--- src/rtl/code_lock_pkg.sv ---
// code_lock_pkg: shared definitions for the code lock controller.
//   state_t        controller state encoding
//   LED_*          bit positions within the 5-bit led status output
// The LOCKOUT state exists only when CODE_LOCK_LOCKOUT_EN is defined.
package code_lock_pkg;

  typedef enum logic [2:0] {
    S_LOCKED,
    S_OPEN,
    S_ERROR,
    S_CHANGE_NEW,
    S_CHANGE_CONF
`ifdef CODE_LOCK_LOCKOUT_EN
    , S_LOCKOUT
`endif
  } state_t;

  localparam int unsigned LED_LOCKED  = 0;
  localparam int unsigned LED_OPEN    = 1;
  localparam int unsigned LED_ERROR   = 2;
  localparam int unsigned LED_CHANGE  = 3;
  localparam int unsigned LED_LOCKOUT = 4;

endpackage

--- src/rtl/digit_shift_buf.sv ---
// digit_shift_buf: digit entry buffer for the code lock.
//   clk, rst   clock, asynchronous active-high reset
//   shift      shift din in as the newest digit (ignored when full)
//   clr        empty the buffer (wins over shift)
//   din        digit to shift in
//   digits     buffer contents, newest digit in bits [DIGIT_W-1:0]
//   blank      1 = digit position empty
//   count      number of digits held
//   full       count == DIGITS
module digit_shift_buf
  import code_lock_pkg::*;
#(
  parameter int unsigned DIGITS  = 4,
  parameter int unsigned DIGIT_W = 4
) (
  input  logic                          clk,
  input  logic                          rst,
  input  logic                          shift,
  input  logic                          clr,
  input  logic [DIGIT_W-1:0]            din,
  output logic [DIGITS*DIGIT_W-1:0]     digits,
  output logic [DIGITS-1:0]             blank,
  output logic [$clog2(DIGITS+1)-1:0]   count,
  output logic                          full
);

  localparam int unsigned CNT_W = $clog2(DIGITS + 1);

  logic [DIGITS*DIGIT_W-1:0] din_ext;

  always_comb begin
    din_ext                = '0;
    din_ext[DIGIT_W-1:0]   = din;
  end

  assign full = (count == CNT_W'(DIGITS));

  always_ff @(posedge clk or posedge rst) begin
    if (rst) begin
      digits <= '0;
      blank  <= '1;
      count  <= '0;
    end else if (clr) begin
      digits <= '0;
      blank  <= '1;
      count  <= '0;
    end else if (shift && !full) begin
      digits <= (digits << DIGIT_W) | din_ext;
      // Filled positions grow from bit 0 upward, so shifting the mask
      // clears exactly the lowest blank bit.
      blank  <= blank << 1;
      count  <= count + CNT_W'(1);
    end
  end

endmodule

--- src/rtl/code_lock_ctrl.sv ---
// code_lock_ctrl: digital code lock with code change and error hold-off.
//   clk, rst    clock, asynchronous active-high reset
//   clear       pulse: empty entry buffer / leave OPEN, ERROR, change mode
//   enter       pulse: shift in switch digit, or submit a full buffer
//   change      pulse: from OPEN start a code change
//   switch      digit value sampled on enter
//   led         [0] locked [1] open [2] error [3] change mode [4] lockout
//   ssd_digits  entry buffer, newest digit in the low bits
//   ssd_blank   1 = digit position empty
//   fail_cnt    consecutive failed attempts
// Optional feature macro: CODE_LOCK_LOCKOUT_EN (lockout after MAX_TRIES
// consecutive failures). Without it, led[4] is 0 and fail_cnt saturates.
module code_lock_ctrl
  import code_lock_pkg::*;
#(
  parameter int unsigned                 DIGITS      = 4,
  parameter int unsigned                 DIGIT_W     = 4,
  parameter int unsigned                 RADIX       = 10,
  parameter int unsigned                 MAX_TRIES   = 3,
  parameter int unsigned                 ERR_CYC     = 50,
  parameter int unsigned                 LOCKOUT_CYC = 500,
  parameter logic [DIGITS*DIGIT_W-1:0]   RESET_CODE  = '0
) (
  input  logic                               clk,
  input  logic                               rst,
  input  logic                               clear,
  input  logic                               enter,
  input  logic                               change,
  input  logic [DIGIT_W-1:0]                 switch,
  output logic [4:0]                         led,
  output logic [DIGITS*DIGIT_W-1:0]          ssd_digits,
  output logic [DIGITS-1:0]                  ssd_blank,
  output logic [$clog2(MAX_TRIES+1)-1:0]     fail_cnt
);

  localparam int unsigned FAIL_W = $clog2(MAX_TRIES + 1);
  localparam int unsigned ERR_W  = $clog2(ERR_CYC + 1);
  localparam int unsigned CNT_W  = $clog2(DIGITS + 1);
  localparam int unsigned CODE_W = DIGITS * DIGIT_W;

  state_t              state, state_n;
  logic [CODE_W-1:0]   code, code_n;
  logic [CODE_W-1:0]   stage, stage_n;
  logic [ERR_W-1:0]    err_tmr, err_n;
  logic [FAIL_W-1:0]   fail_n;
  logic [4:0]          led_n;

`ifdef CODE_LOCK_LOCKOUT_EN
  localparam int unsigned LOCK_W = $clog2(LOCKOUT_CYC + 1);
  logic [LOCK_W-1:0]   lock_tmr, lock_n;
`endif

  logic clr_p, ent_p, chg_p;
  logic digit_ok;
  logic buf_shift, buf_clr, buf_full;
  logic [CNT_W-1:0] buf_count;

  // Single pulse per cycle: clear beats enter beats change.
  assign clr_p    = clear;
  assign ent_p    = enter & ~clear;
  assign chg_p    = change & ~clear & ~enter;
  assign digit_ok = (32'(switch) < RADIX);

  digit_shift_buf #(
    .DIGITS  (DIGITS),
    .DIGIT_W (DIGIT_W)
  ) u_buf (
    .clk    (clk),
    .rst    (rst),
    .shift  (buf_shift),
    .clr    (buf_clr),
    .din    (switch),
    .digits (ssd_digits),
    .blank  (ssd_blank),
    .count  (buf_count),
    .full   (buf_full)
  );

  always_comb begin
    state_n   = state;
    code_n    = code;
    stage_n   = stage;
    err_n     = err_tmr;
    fail_n    = fail_cnt;
    buf_shift = 1'b0;
    buf_clr   = 1'b0;
`ifdef CODE_LOCK_LOCKOUT_EN
    lock_n    = lock_tmr;
`endif
    case (state)
      S_LOCKED: begin
        if (clr_p) begin
          buf_clr = 1'b1;
        end else if (ent_p) begin
          if (buf_full) begin
            buf_clr = 1'b1;
            if (ssd_digits == code) begin
              state_n = S_OPEN;
              fail_n  = '0;
            end else begin
              fail_n = (fail_cnt == FAIL_W'(MAX_TRIES)) ? fail_cnt
                                                        : fail_cnt + FAIL_W'(1);
`ifdef CODE_LOCK_LOCKOUT_EN
              if (fail_n == FAIL_W'(MAX_TRIES)) begin
                state_n = S_LOCKOUT;
                lock_n  = LOCK_W'(LOCKOUT_CYC - 1);
              end else begin
                state_n = S_ERROR;
                err_n   = ERR_W'(ERR_CYC - 1);
              end
`else
              state_n = S_ERROR;
              err_n   = ERR_W'(ERR_CYC - 1);
`endif
            end
          end else if (digit_ok) begin
            buf_shift = 1'b1;
          end
        end
      end
      S_ERROR: begin
        // Timer is loaded with ERR_CYC-1 so the indication lasts ERR_CYC cycles.
        if (clr_p || err_tmr == '0) begin
          state_n = S_LOCKED;
          err_n   = '0;
        end else begin
          err_n = err_tmr - ERR_W'(1);
        end
      end
      S_OPEN: begin
        if (clr_p) begin
          state_n = S_LOCKED;
        end else if (chg_p) begin
          state_n = S_CHANGE_NEW;
          buf_clr = 1'b1;
        end
      end
      S_CHANGE_NEW, S_CHANGE_CONF: begin
        if (clr_p) begin
          buf_clr = 1'b1;
          if (buf_count == '0) begin
            state_n = S_OPEN;
            stage_n = '0;
          end
        end else if (ent_p) begin
          if (buf_full) begin
            buf_clr = 1'b1;
            if (state == S_CHANGE_NEW) begin
              stage_n = ssd_digits;
              state_n = S_CHANGE_CONF;
            end else begin
              if (ssd_digits == stage) code_n = stage;
              stage_n = '0;
              state_n = S_OPEN;
            end
          end else if (digit_ok) begin
            buf_shift = 1'b1;
          end
        end
      end
`ifdef CODE_LOCK_LOCKOUT_EN
      S_LOCKOUT: begin
        if (lock_tmr == '0) begin
          state_n = S_LOCKED;
          fail_n  = '0;
        end else begin
          lock_n = lock_tmr - LOCK_W'(1);
        end
      end
`endif
      default: state_n = S_LOCKED;
    endcase
  end

  // led is decoded from the next state so it registers alongside state.
  always_comb begin
    led_n = '0;
    case (state_n)
      S_LOCKED:                    led_n[LED_LOCKED] = 1'b1;
      S_OPEN:                      led_n[LED_OPEN]   = 1'b1;
      S_ERROR:                     led_n[LED_ERROR]  = 1'b1;
      S_CHANGE_NEW, S_CHANGE_CONF: led_n[LED_CHANGE] = 1'b1;
`ifdef CODE_LOCK_LOCKOUT_EN
      S_LOCKOUT:                   led_n[LED_LOCKOUT] = 1'b1;
`endif
      default:                     led_n = '0;
    endcase
  end

  always_ff @(posedge clk or posedge rst) begin
    if (rst) begin
      state    <= S_LOCKED;
      led      <= 5'b00001;
      code     <= RESET_CODE;
      stage    <= '0;
      err_tmr  <= '0;
      fail_cnt <= '0;
    end else begin
      state    <= state_n;
      led      <= led_n;
      code     <= code_n;
      stage    <= stage_n;
      err_tmr  <= err_n;
      fail_cnt <= fail_n;
    end
  end

`ifdef CODE_LOCK_LOCKOUT_EN
  always_ff @(posedge clk or posedge rst) begin
    if (rst) lock_tmr <= '0;
    else     lock_tmr <= lock_n;
  end
`endif

endmodule

--- config.mk ---
export PLATFORM = sky130hd
export DESIGN_NAME = code_lock_ctrl
export DESIGN_NICKNAME = d
export VERILOG_FILES = /design/src/rtl/code_lock_pkg.sv /design/src/rtl/digit_shift_buf.sv /design/src/rtl/code_lock_ctrl.sv
export SDC_FILE = /design/constraint.sdc
export NUM_CORES = 1
export LEC_CHECK = 0
export ABC_AREA = 0
export BUFFER_PORTS_ARGS = -buffer_cell sky130_fd_sc_hd__buf_4
export CAP_MARGIN = 30
export CORE_AREA = 2 2 86 88
export DETAILED_ROUTE_END_ITERATION = 7
export DIE_AREA = 0 0 88 90
export PLACE_DENSITY_LB_ADDON = 0.15
export RECOVER_POWER = 100
export SETUP_SLACK_MARGIN = 0.5
export SYNTH_ARGS = -nofsm -noshare
export SYNTH_HDL_FRONTEND = slang
export SYNTH_SLANG_ARGS = --single-unit
--- constraint.sdc ---
create_clock -name clk -period 1.9 [get_ports clk]
set_input_delay 0.19 -clock clk [delete_from_list [all_inputs] [get_ports clk]]
set_output_delay 0.19 -clock clk [all_outputs]
set_load 0.05 [all_outputs]
==> results of run 1 <==
-- layer usage --
layer / global-route usage, % / vias to the layer above / routed length, um
li1: - / 1300 / -
met1: 33.4 / 1438 / 4200
met2: 36.8 / 91 / 4820
met3: 3.58 / 25 / 485
met4: 9.87 / 0 / 230
met5: 0 / - / 0
-- timing repair --
action | 4_1_cts | 5_1_grt
hold buffers | 1 | 0
buffers inserted | 26 | 13
setup endpoints to repair | 70 | 73
endpoints found under the hold margin | 65 | 0
pin swaps | 17 | 36
gates resized for setup | 59 | 56
gates cloned | 6 | 4
-- power by group --
part	switching, mW	internal [mW]	leakage (nW)
registers	0.0269	1.52	0.916
clock network	0.635	0.622	0.0968
logic	0.213	0.166	1.27
-- cells by family after synthesis --
kind of cell	after synthesis	synth area share, %
fa+ha+maj	5	1.82
mux	17	6.63
other cells	1	0.109
buf+inv	22	3.21
xor+xnor	37	9.44
flops	70	51.2
simple gates	100	15.4
compound gates	63	12.2
-- layout by cell type (no fill, tap or decap), types with 3 or more instances in the layout --
cell type / synthesis / layout
a31oi_1: 3 / 3
nand3b_1: 3 / 3
xnor2_1: 30 / 19
buf_8: 0 / 4
nor2_1: 8 / 5
nand2_2: 0 / 7
clkbuf_8: 0 / 9
nor2_4: 0 / 3
nand2_4: 0 / 4
a21oi_1: 23 / 18
clkinvlp_4: 0 / 3
ha_1: 5 / 4
nand2_1: 53 / 42
dfrtp_2: 0 / 16
clkbuf_1: 1 / 4
a21oi_2: 0 / 5
dfstp_2: 5 / 5
xnor2_2: 0 / 10
buf_12: 0 / 5
inv_6: 0 / 3
o21ai_4: 0 / 3
a22o_1: 16 / 16
nand4_1: 7 / 7
buf_4: 2 / 55
o21ai_2: 0 / 3
xor2_1: 7 / 7
mux2_4: 10 / 10
inv_1: 8 / 5
clkbuf_16: 0 / 3
dfrtp_1: 65 / 49
mux2_2: 6 / 6
buf_6: 1 / 26
-- registers in the layout, indices dropped and copies added (netlist names) --
signal        cells
code             16
led               4
stage            16
u_buf.count       3
u_buf.digits     16
fail_cnt          2
state             3
u_buf.blank       4
err_tmr           6
-- cell type report --
| type | count | area (um2) |
|---|---|---|
| timing repair buffer | 101 | 1010 |
| multi-input combinational | 223 | 1930 |
| fill | 455 | 1940 |
| sequential | 70 | 1780 |
| clock buffer | 9 | 124 |
| inverter | 8 | 33.8 |
| clock inverter | 7 | 80.1 |
| tap | 99 | 124 |
-- worst paths after layout --
path	to	slack (ns)	cells after the start	startpoint
setup / recovery	fail_cnt[0]	0.04	7	u_buf.count[0]
hold / removal	u_buf.digits[1]	0.08	3	switch[1]
setup reg to reg	fail_cnt[0]	0.04	7	u_buf.count[0]
hold reg to reg	u_buf.blank[3]	0.49	2	u_buf.blank[3]
max in group asynchronous	u_buf.digits[10]	0.50	4	rst
min in group asynchronous	code[12]	0.71	4	rst
-- critical path, delay by kind of cell (launching register included) --
kind                       cells  cell delay, ns
and+or+nand+nor                3            0.94
DFF                            1            0.39
AOI/OAI and AO/OA              2            0.23
adders and majority gates      1            0.16
buffers and inverters          1            0.09
-- per-stage QoR --
stage	setup TNS, ns	std cells
CTS	0	500
global route	-0.0966	517
detailed placement	-0.00426	451
global placement	0	451
floorplan	0	315
finish	0	517
==> Implementation_results.wiki, run 1 <==
{| class="wikitable"
! Metric !! Value
|-
| Final estimated routing congestion in global placement || 0.830
|-
| Type of the most critical hold path || input port to flip-flop
|-
| Routed wire per std cell || 18.8 um
|-
| Worst endpoint data arrival time || 2.16 ns
|-
| Core region area || 0.00702 mm2
|-
| Number of synthesized register bits || 70
|-
| Placement-stage cell area || 0.00396 mm2
|-
| Leak Pwr || 2.28 nW
|-
| CP Capture Type || flip-flop
|-
| Number of DRC markers after the initial detailed-route iteration || 257
|-
| Outcome || finished, final reports clean
|-
| Clock tree from TritonCTS || built
|-
| Y dimension of the die || 90 um
|-
| Final setup violation count || 0
|-
| Post-route clock period utilization || 98.1%
|-
| Maximum number of pins on one net before global-route repair || 71
|-
| Routed via count || 2,854
|-
| HPWL Detailed || 5150 um
|-
| Vias in the first global route || 2,829
|-
| Number of I/O pins || 36
|-
| Synth-to-Final Area Change || 47.8%
|-
| Proportion of synthesized flip-flops having asynchronous set or reset || 100%
|-
| Clock transition at path regs || 0.08 ns
|-
| Required @ worst endpoint || 2.20 ns
|-
| Sink Count || 70
|-
| Number of library cell types mapped by synthesis || 51
|-
| Diodes inserted || 0
|-
| Share of final-layout standard cells stronger than drive strength 1 || 51.2%
|-
| Syn nets || 329
|-
| Count of endpoints failing hold in the final timing report || 0
|-
| Row Count || 31
|-
| Maximum level of the CTS H-tree || 3
|-
| Min Hold Slack || 0.0844 ns
|-
| List of most frequent post-synthesis cells || dfrtp_1 (65), nand2_1 (53), xnor2_1 (30), a21oi_1 (23), a22o_1 (16)
|-
| Die boundary width || 88 um
|-
| DRC viols || 0
|-
| Worst slew pin tran || 0.965 ns
|-
| Number of nets still failing antenna checks after routing || 0
|-
| Number of enable-type register cells in the synthesized netlist || 0
|-
| Primary flip-flop cell chosen by synthesis mapping || dfrtp_1
|-
| Starting Density || 48.9%
|-
| Max-capacitance violation count || 0
|-
| Average instance area after synthesis || 10.9 um2
|-
| Maximum resistive drop on vdd || 0.410 mV
|-
| Critical path, cell by cell || inv_2 -> ha_4 -> nand4b_4 -> or4_4 -> or3_4 -> a21oi_2 -> a21o_1
|-
| Minimum clock period || 1.86 ns
|-
| Post-Syn Instances || 315
|-
| Clock buffers created by TritonCTS || 9
|-
| Slowest Stage Delay on Critical Path || 0.47 ns
|-
| Maximum fanout along the worst path || 5
|-
| Sequential cell area fraction in the yosys report || 51.2%
|-
| Area share of the largest cell type after synthesis || 47.4%
|-
| Remaining global-route overflow || 0
|-
| Initial antenna violation count || 0
|-
| Number of warning messages in the yosys log || 0
|-
| Port Buffer Count || 34
|-
| CP max-delay cell || or4_4
|-
| Area of the mapped netlist || 0.00343 mm2
|-
| Dpl ws || -0.00426 ns
|-
| Design area || 0.00508 mm2
|-
| Worst-Skew Late Latency || 0.36 ns
|-
| Launching element type of the critical path || flip-flop
|-
| Final Skew || 0.00975 ns
|-
| Via/cell ratio || 5.52
|-
| Finished Core Util || 72.3%
|-
| Most numerous cell in the Yosys netlist || dfrtp_1
|-
| GR Util All Layers || 23.8%
|-
| Global-route wire length before repair || 14,500 um
|-
| Max Buffers Root-to-Sink || 2
|-
| Headroom to the max-slew limit || 35.6%
|-
| Clock root cell || clkbuf_8
|-
| Post-synth top area cell || dfrtp_1
|-
| Type of the worst setup path || flip-flop to flip-flop
|-
| Post-layout power || 3.18 mW
|-
| Number of max-slew violations in the final report || 0
|-
| Number of nets in the final layout || 427
|-
| Areal power density over the cells || 626 mW/mm2
|-
| Total wire length || 9740 um
|-
| Number of detailed-route iterations in the first pass || 4
|-
| Unrepaired setup endpoints after global routing || yes
|-
| Max Freq || 536 MHz
|-
| PnR worst setup slack || 0.0354 ns
|-
| Area contributors post-synth || dfrtp_1 (47%), xnor2_1 (7.7%), nand2_1 (5.8%), mux2_4 (4.4%), a22o_1 (4.1%)
|-
| Die Area || 0.00792 mm2
|}
Note: power is estimated with default switching activity, not from simulation.
==> run 2, diff against run 1 <==
==> constraint.sdc (replaced) <==
create_clock -name clk -period 1.69 [get_ports clk]
set_input_delay 0.169 -clock clk [delete_from_list [all_inputs] [get_ports clk]]
set_output_delay 0.169 -clock clk [all_outputs]
set_load 0.05 [all_outputs]
==> Implementation_results.wiki, run 2 (synthesized netlist as in run 1, its figures left out) <==
{| class="wikitable"
! Metric !! Value
|-
| Count of cells along the worst hold path || 3
|-
| Global-route wire length before repair || 16,700 um
|-
| Final Skew || 0.0111 ns
|-
| Type of the worst setup path || flip-flop to flip-flop
|-
| Sink Count || 70
|-
| Placed cells || 493
|-
| RR Startpoint || u_buf.count[0]
|-
| Headroom to the max-slew limit || 46.1%
|-
| Number of nets still failing antenna checks after routing || 0
|-
| Count of endpoints failing hold in the final timing report || 0
|-
| Share of final-layout standard cells stronger than drive strength 1 || 57.3%
|-
| Hold Crit Endpoint || u_buf.digits[1]
|-
| Minimum clock period || 1.91 ns
|-
| Via/cell ratio || 5.62
|-
| Clock tree from TritonCTS || built
|-
| Maximum level of the CTS H-tree || 3
|-
| Die Area || 0.00792 mm2
|-
| Maximum fanout along the worst path || 4
|-
| Synth-to-Final Area Change || 61.5%
|-
| Initial antenna violation count || 0
|-
| Most common cell after layout, fill and taps aside || buf_4
|-
| Placement-stage cell area || 0.00432 mm2
|-
| Top Registers || code x16, stage x16, u_buf.digits x16
|-
| GR Util All Layers || 28.1%
|-
| HPWL Detailed || 6150 um
|-
| Outcome || complete, but fails checks
|-
| Clock root cell || clkbuf_8
|-
| Vias in the first global route || 3,189
|-
| Launching element type of the critical path || flip-flop
|-
| Number of detailed-route iterations in the first pass || 4
|-
| CP Capture Type || flip-flop
|-
| Min Hold Slack || 0.0845 ns
|-
| Clock transition at path regs || 0.08 ns
|-
| Total wire length || 11,600 um
|-
| Y dimension of the die || 90 um
|-
| Final setup violation count || 53
|-
| Maximum number of pins on one net before global-route repair || 29
|-
| Max Freq || 525 MHz
|-
| Reg-to-Reg End || fail_cnt[0]
|-
| # fillers || 396
|-
| DRC viols || 0
|-
| Diodes inserted || 0
|-
| Worst endpoint data arrival time || 2.20 ns
|-
| Leak Pwr || 2.51 nW
|-
| Unrepaired setup endpoints after global routing || yes
|-
| Worst reg-to-reg path cell count || 7
|-
| Final non-filler cell total || 546
|-
| Type of the most critical hold path || input port to flip-flop
|-
| Worst slew pin tran || 0.804 ns
|-
| Post-route clock period utilization || 113%
|-
| Starting Density || 48.9%
|-
| Port Buffer Count || 34
|-
| Maximum resistive drop on vdd || 0.513 mV
|-
| Routed via count || 3,068
|-
| Register-to-register path setup slack || -0.22 ns
|-
| Remaining global-route overflow || 0
|-
| Finished Core Util || 79.0%
|-
| Required @ worst endpoint || 1.99 ns
|-
| Routed wire per std cell || 21.2 um
|-
| Final estimated routing congestion in global placement || 0.807
|-
| Worst-Skew Late Latency || 0.36 ns
|-
| Worst hold path startpoint || switch[1]
|-
| Clock buffers created by TritonCTS || 9
|-
| Number of nets in the final layout || 456
|-
| Max-capacitance violation count || 0
|-
| Core region area || 0.00702 mm2
|-
| Leading cell types in the layout, fill and taps excluded || buf_4 (57), dfrtp_1 (48), nand2_1 (42)
|-
| Number of max-slew violations in the final report || 0
|-
| Number of DRC markers after the initial detailed-route iteration || 260
|-
| Areal power density over the cells || 662 mW/mm2
|-
| Die boundary width || 88 um
|-
| Max Buffers Root-to-Sink || 2
|-
| Design area || 0.00555 mm2
|-
| Row Count || 31
|-
| Number of I/O pins || 36
|-
| Post-Route Setup TNS || -6.17 ns
|-
| PnR worst setup slack || -0.216 ns
|-
| Failing checks || negative setup slack
|}
==> run 2: how the worst max path moves through the flow <==
| stage | start | end | slack (ns) | cells past startpoint |
|---|---|---|---|---|
| finish | u_buf.count[0] | fail_cnt[0] | -0.22 | 7 |
| global route | u_buf.count[0] | fail_cnt[0] | -0.31 | 7 |
| CTS | u_buf.count[0] | fail_cnt[0] | -0.1 | 7 |
| detailed placement | u_buf.count[1] | fail_cnt[1] | -0.18 | 7 |
| global placement | u_buf.count[0] | err_tmr[1] | -0.12 | 7 |
| floorplan | u_buf.count[0] | led[1] | -0.18 | 7 |
==> run 2: cell type report <==
type | count | area [um2] | share of cell area [%]
Multi-Input combinational cell | 223 | 2000 | 36.0
Sequential cell | 70 | 1780 | 32.1
Timing Repair Buffer | 130 | 1410 | 25.4
Clock buffer | 10 | 138 | 2.48
Tap cell | 99 | 124 | 2.23
Clock inverter | 6 | 71.3 | 1.29
Inverter | 8 | 31.3 | 0.564
==> run 2: what timing repair did <==
| item | in CTS | in global routing |
|---|---|---|
| cloned | 5 | 0 |
| hold buffers | 1 | 0 |
| pin swaps | 34 | 12 |
| endpoints found under the hold margin | 16 | 0 |
| setup buffers | 22 | 9 |
| setup endpoints to repair | 91 | 93 |
| gates resized for setup | 145 | 25 |
==> run 2: report_power, final <==
| part | switching [mW] | internal [mW] | leakage (nW) |
|---|---|---|---|
| combinational | 0.276 | 0.248 | 1.50 |
| sequential | 0.0312 | 1.71 | 0.915 |
| clock | 0.685 | 0.728 | 0.0987 |
| total | 0.992 | 2.68 | 2.51 |
==> run 2: metrics by stage <==
step	setup WS, ns	power [mW]
floorplan	-0.175	1.99
global placement	-0.121	2.13
detailed placement	-0.182	2.13
CTS	-0.0981	3.65
global route	-0.314	3.78
finish	-0.216	3.67
==> run 2: routing by layer <==
layer  vias to the layer above  track usage, %  wire, um
met5                         -               0         0
li1                       1351               -         -
met4                         0            13.7       474
met1                      1570            33.7      4480
met3                        40            5.33       491
met2                       107            47.5      6120
==> run 2: worst max-delay path, cell delays in order, from the launching register on <==
cell	delay [ns]
dfrtp_1	0.42
inv_2	0.10
ha_4	0.16
nand4b_4	0.14
or4_4	0.46
or3_1	0.35
a21oi_2	0.13
a21o_1	0.10
==> run 3, diff against run 2 <==
--- a/config.mk
+++ b/config.mk
@@ -8,11 +8,10 @@
 export ABC_AREA = 0
 export BUFFER_PORTS_ARGS = -buffer_cell sky130_fd_sc_hd__buf_4
 export CAP_MARGIN = 30
-export CORE_AREA = 2 2 86 88
+export CORE_AREA = 2 2 96 98
 export DETAILED_ROUTE_END_ITERATION = 7
-export DIE_AREA = 0 0 88 90
+export DIE_AREA = 0 0 98 100
 export PLACE_DENSITY_LB_ADDON = 0.15
-export RECOVER_POWER = 100
 export SETUP_SLACK_MARGIN = 0.5
 export SYNTH_ARGS = -nofsm -noshare
 export SYNTH_HDL_FRONTEND = slang
==> Implementation_results.wiki, run 3 (synthesized netlist as in run 1, its figures left out) <==
{| class="wikitable"
! Metric !! Value
|-
| Min Hold Slack || 0.0664 ns
|-
| Clock buffers created by TritonCTS || 9
|-
| DRC viols || 0
|-
| Count of endpoints failing hold in the final timing report || 0
|-
| Final non-filler cell total || 579
|-
| Post-Route Setup TNS || -4.17 ns
|-
| Final Skew || 0.0114 ns
|-
| Failing checks || negative setup slack
|-
| Max Buffers Root-to-Sink || 2
|-
| Max-capacitance violation count || 0
|-
| Die boundary width || 98 um
|-
| CP max-delay cell || or4_4
|-
| Outcome || complete, but fails checks
|-
| Clock root cell || clkbuf_8
|-
| Initial antenna violation count || 0
|-
| Minimum clock period || 1.88 ns
|-
| Maximum level of the CTS H-tree || 3
|-
| Launching element type of the critical path || flip-flop
|-
| Number of I/O pins || 36
|-
| Met3 layer usage reported by global route || 5.08%
|-
| Type of the worst setup path || flip-flop to flip-flop
|-
| Routed via count || 2,973
|-
| Post-route clock period utilization || 111%
|-
| Via/cell ratio || 5.13
|-
| Clock tree from TritonCTS || built
|-
| Number of nets still failing antenna checks after routing || 0
|-
| GR Util All Layers || 21.7%
|-
| Leading cell types in the layout, fill and taps excluded || buf_4 (77), dfrtp_1 (47), buf_6 (33)
|-
| Areal power density over the cells || 600 mW/mm2
|-
| Row Count || 35
|-
| Number of DRC markers after the initial detailed-route iteration || 153
|-
| # fillers || 668
|-
| Met1 Usage GRT || 29.0%
|-
| Leak Pwr || 2.84 nW
|-
| Most common cell after layout, fill and taps aside || buf_4
|-
| Type of the most critical hold path || input port to flip-flop
|-
| Synth-to-Final Area Change || 70.5%
|-
| Worst endpoint data arrival time || 2.18 ns
|-
| Top Registers || code x16, stage x16, u_buf.digits x16
|-
| Y dimension of the die || 100 um
|-
| Combinational Power Share || 15.8%
|-
| Max Freq || 531 MHz
|-
| P_sw || 1.00 mW
|-
| Layer with the highest usage after global routing || met2
|-
| Number of detailed-route iterations in the first pass || 4
|-
| Maximum number of pins on one net before global-route repair || 71
|-
| Slowest Stage Delay on Critical Path || 0.53 ns
|-
| Remaining global-route overflow || 0
|-
| Final setup violation count || 50
|-
| Sink Count || 70
|-
| Placed cells || 506
|-
| Worst-Skew Late Latency || 0.35 ns
|-
| Relative contribution of sequential cells to total power || 49.4%
|-
| Number of nets in the final layout || 477
|-
| Required @ worst endpoint || 1.98 ns
|-
| Switching power as a share of total power || 28.5%
|-
| Unrepaired setup endpoints after global routing || yes
|-
| Global-route wire length before repair || 16,500 um
|-
| Routing usage on met2 || 34.1%
|-
| Port Buffer Count || 34
|-
| Starting Density || 38.6%
|-
| Number of max-slew violations in the final report || 0
|-
| Die Area || 0.00980 mm2
|-
| Routed wire per std cell || 17.8 um
|-
| Maximum resistive drop on vdd || 0.373 mV
|-
| PnR worst setup slack || -0.194 ns
|-
| Diodes inserted || 0
|-
| Share of final-layout standard cells stronger than drive strength 1 || 63.2%
|-
| Total wire length || 10,300 um
|-
| Clock network fraction of design power || 34.8%
|-
| CP Capture Type || flip-flop
|-
| Core region area || 0.00889 mm2
|-
| Critical path, cell by cell || inv_2 -> ha_4 -> nand4b_4 -> or4_4 -> or3_4 -> a21oi_2 -> a21o_1
|-
| Clock transition at path regs || 0.08 ns
|-
| HPWL Detailed || 5550 um
|-
| Maximum fanout along the worst path || 5
|-
| Internal power summed over all cells || 2.51 mW
|-
| Vias in the first global route || 3,132
|-
| Final estimated routing congestion in global placement || 0.775
|}
## run 3: worst max-delay path, delay by kind of cell (launching register included)
family	cells	cell delay [ns]
AOI/OAI and AO/OA	2	0.21
buffers and inverters	1	0.08
adders and majority gates	1	0.15
DFF	1	0.39
and+or+nand+nor	3	1.00
## run 3: power groups by stage
stage | sequential (mW) | clock [mW] | combinational [mW]
after global routing | 1.74 | 1.33 | 0.593
after detailed placement | 1.76 | 0 | 0.368
final | 1.73 | 1.22 | 0.556
after floorplan | 1.80 | 0 | 0.193
after CTS | 1.73 | 1.25 | 0.541
after global placement | 1.76 | 0 | 0.366
## run 3: layout make-up
cell class | instances | area (um2) | share of cell area [%]
well taps | 111 | 139 | 2.37
flip-flops and latches | 70 | 1780 | 30.4
multi-input cells | 224 | 2070 | 35.3
repair buffers | 150 | 1660 | 28.4
clock inverters | 7 | 48.8 | 0.834
clock buffers | 9 | 124 | 2.12
inverters | 8 | 33.8 | 0.577
## run 3: metal layers
layer  routed length, um  up-vias
met5                   0        -
met4                 293        0
met3                 405       21
met2                4990       66
met1                4600     1478
li1                    -     1408
## run 3: per-stage QoR
stage                     utilization, %  setup slack [ns]  total power, mW  cell area (um2)
after floorplan                        -            -0.175             1.99             3570
after global placement              49.0            -0.175             2.13             4360
after detailed placement            49.0            -0.185             2.13             4360
after CTS                           63.1            -0.144             3.53             5610
after global routing                65.9            -0.251             3.66             5850
final                               65.9            -0.194             3.51             5850
## run 3: timing repair
| item | CTS | global route |
|---|---|---|
| resized for setup | 170 | 22 |
| setup endpoints to repair | 90 | 93 |
| hold endpoints to repair | 65 | 0 |
| hold buffers | 1 | 0 |
| gates cloned | 7 | 3 |
| pin swaps | 55 | 22 |
| buffers inserted | 34 | 12 |
## run 3: final timing paths
| kind | cells past startpoint | slack [ns] | startpoint | to |
|---|---|---|---|---|
| min in group asynchronous | 4 | 0.48 | rst | u_buf.digits[6] |
| max in group asynchronous | 4 | 0.86 | rst | u_buf.blank[0] |
| setup reg to reg | 7 | -0.19 | u_buf.count[1] | fail_cnt[0] |
| hold / removal | 3 | 0.07 | switch[1] | u_buf.digits[1] |
| hold reg to reg | 1 | 0.54 | code[1] | code[1] |
| setup / recovery | 7 | -0.19 | u_buf.count[1] | fail_cnt[0] |
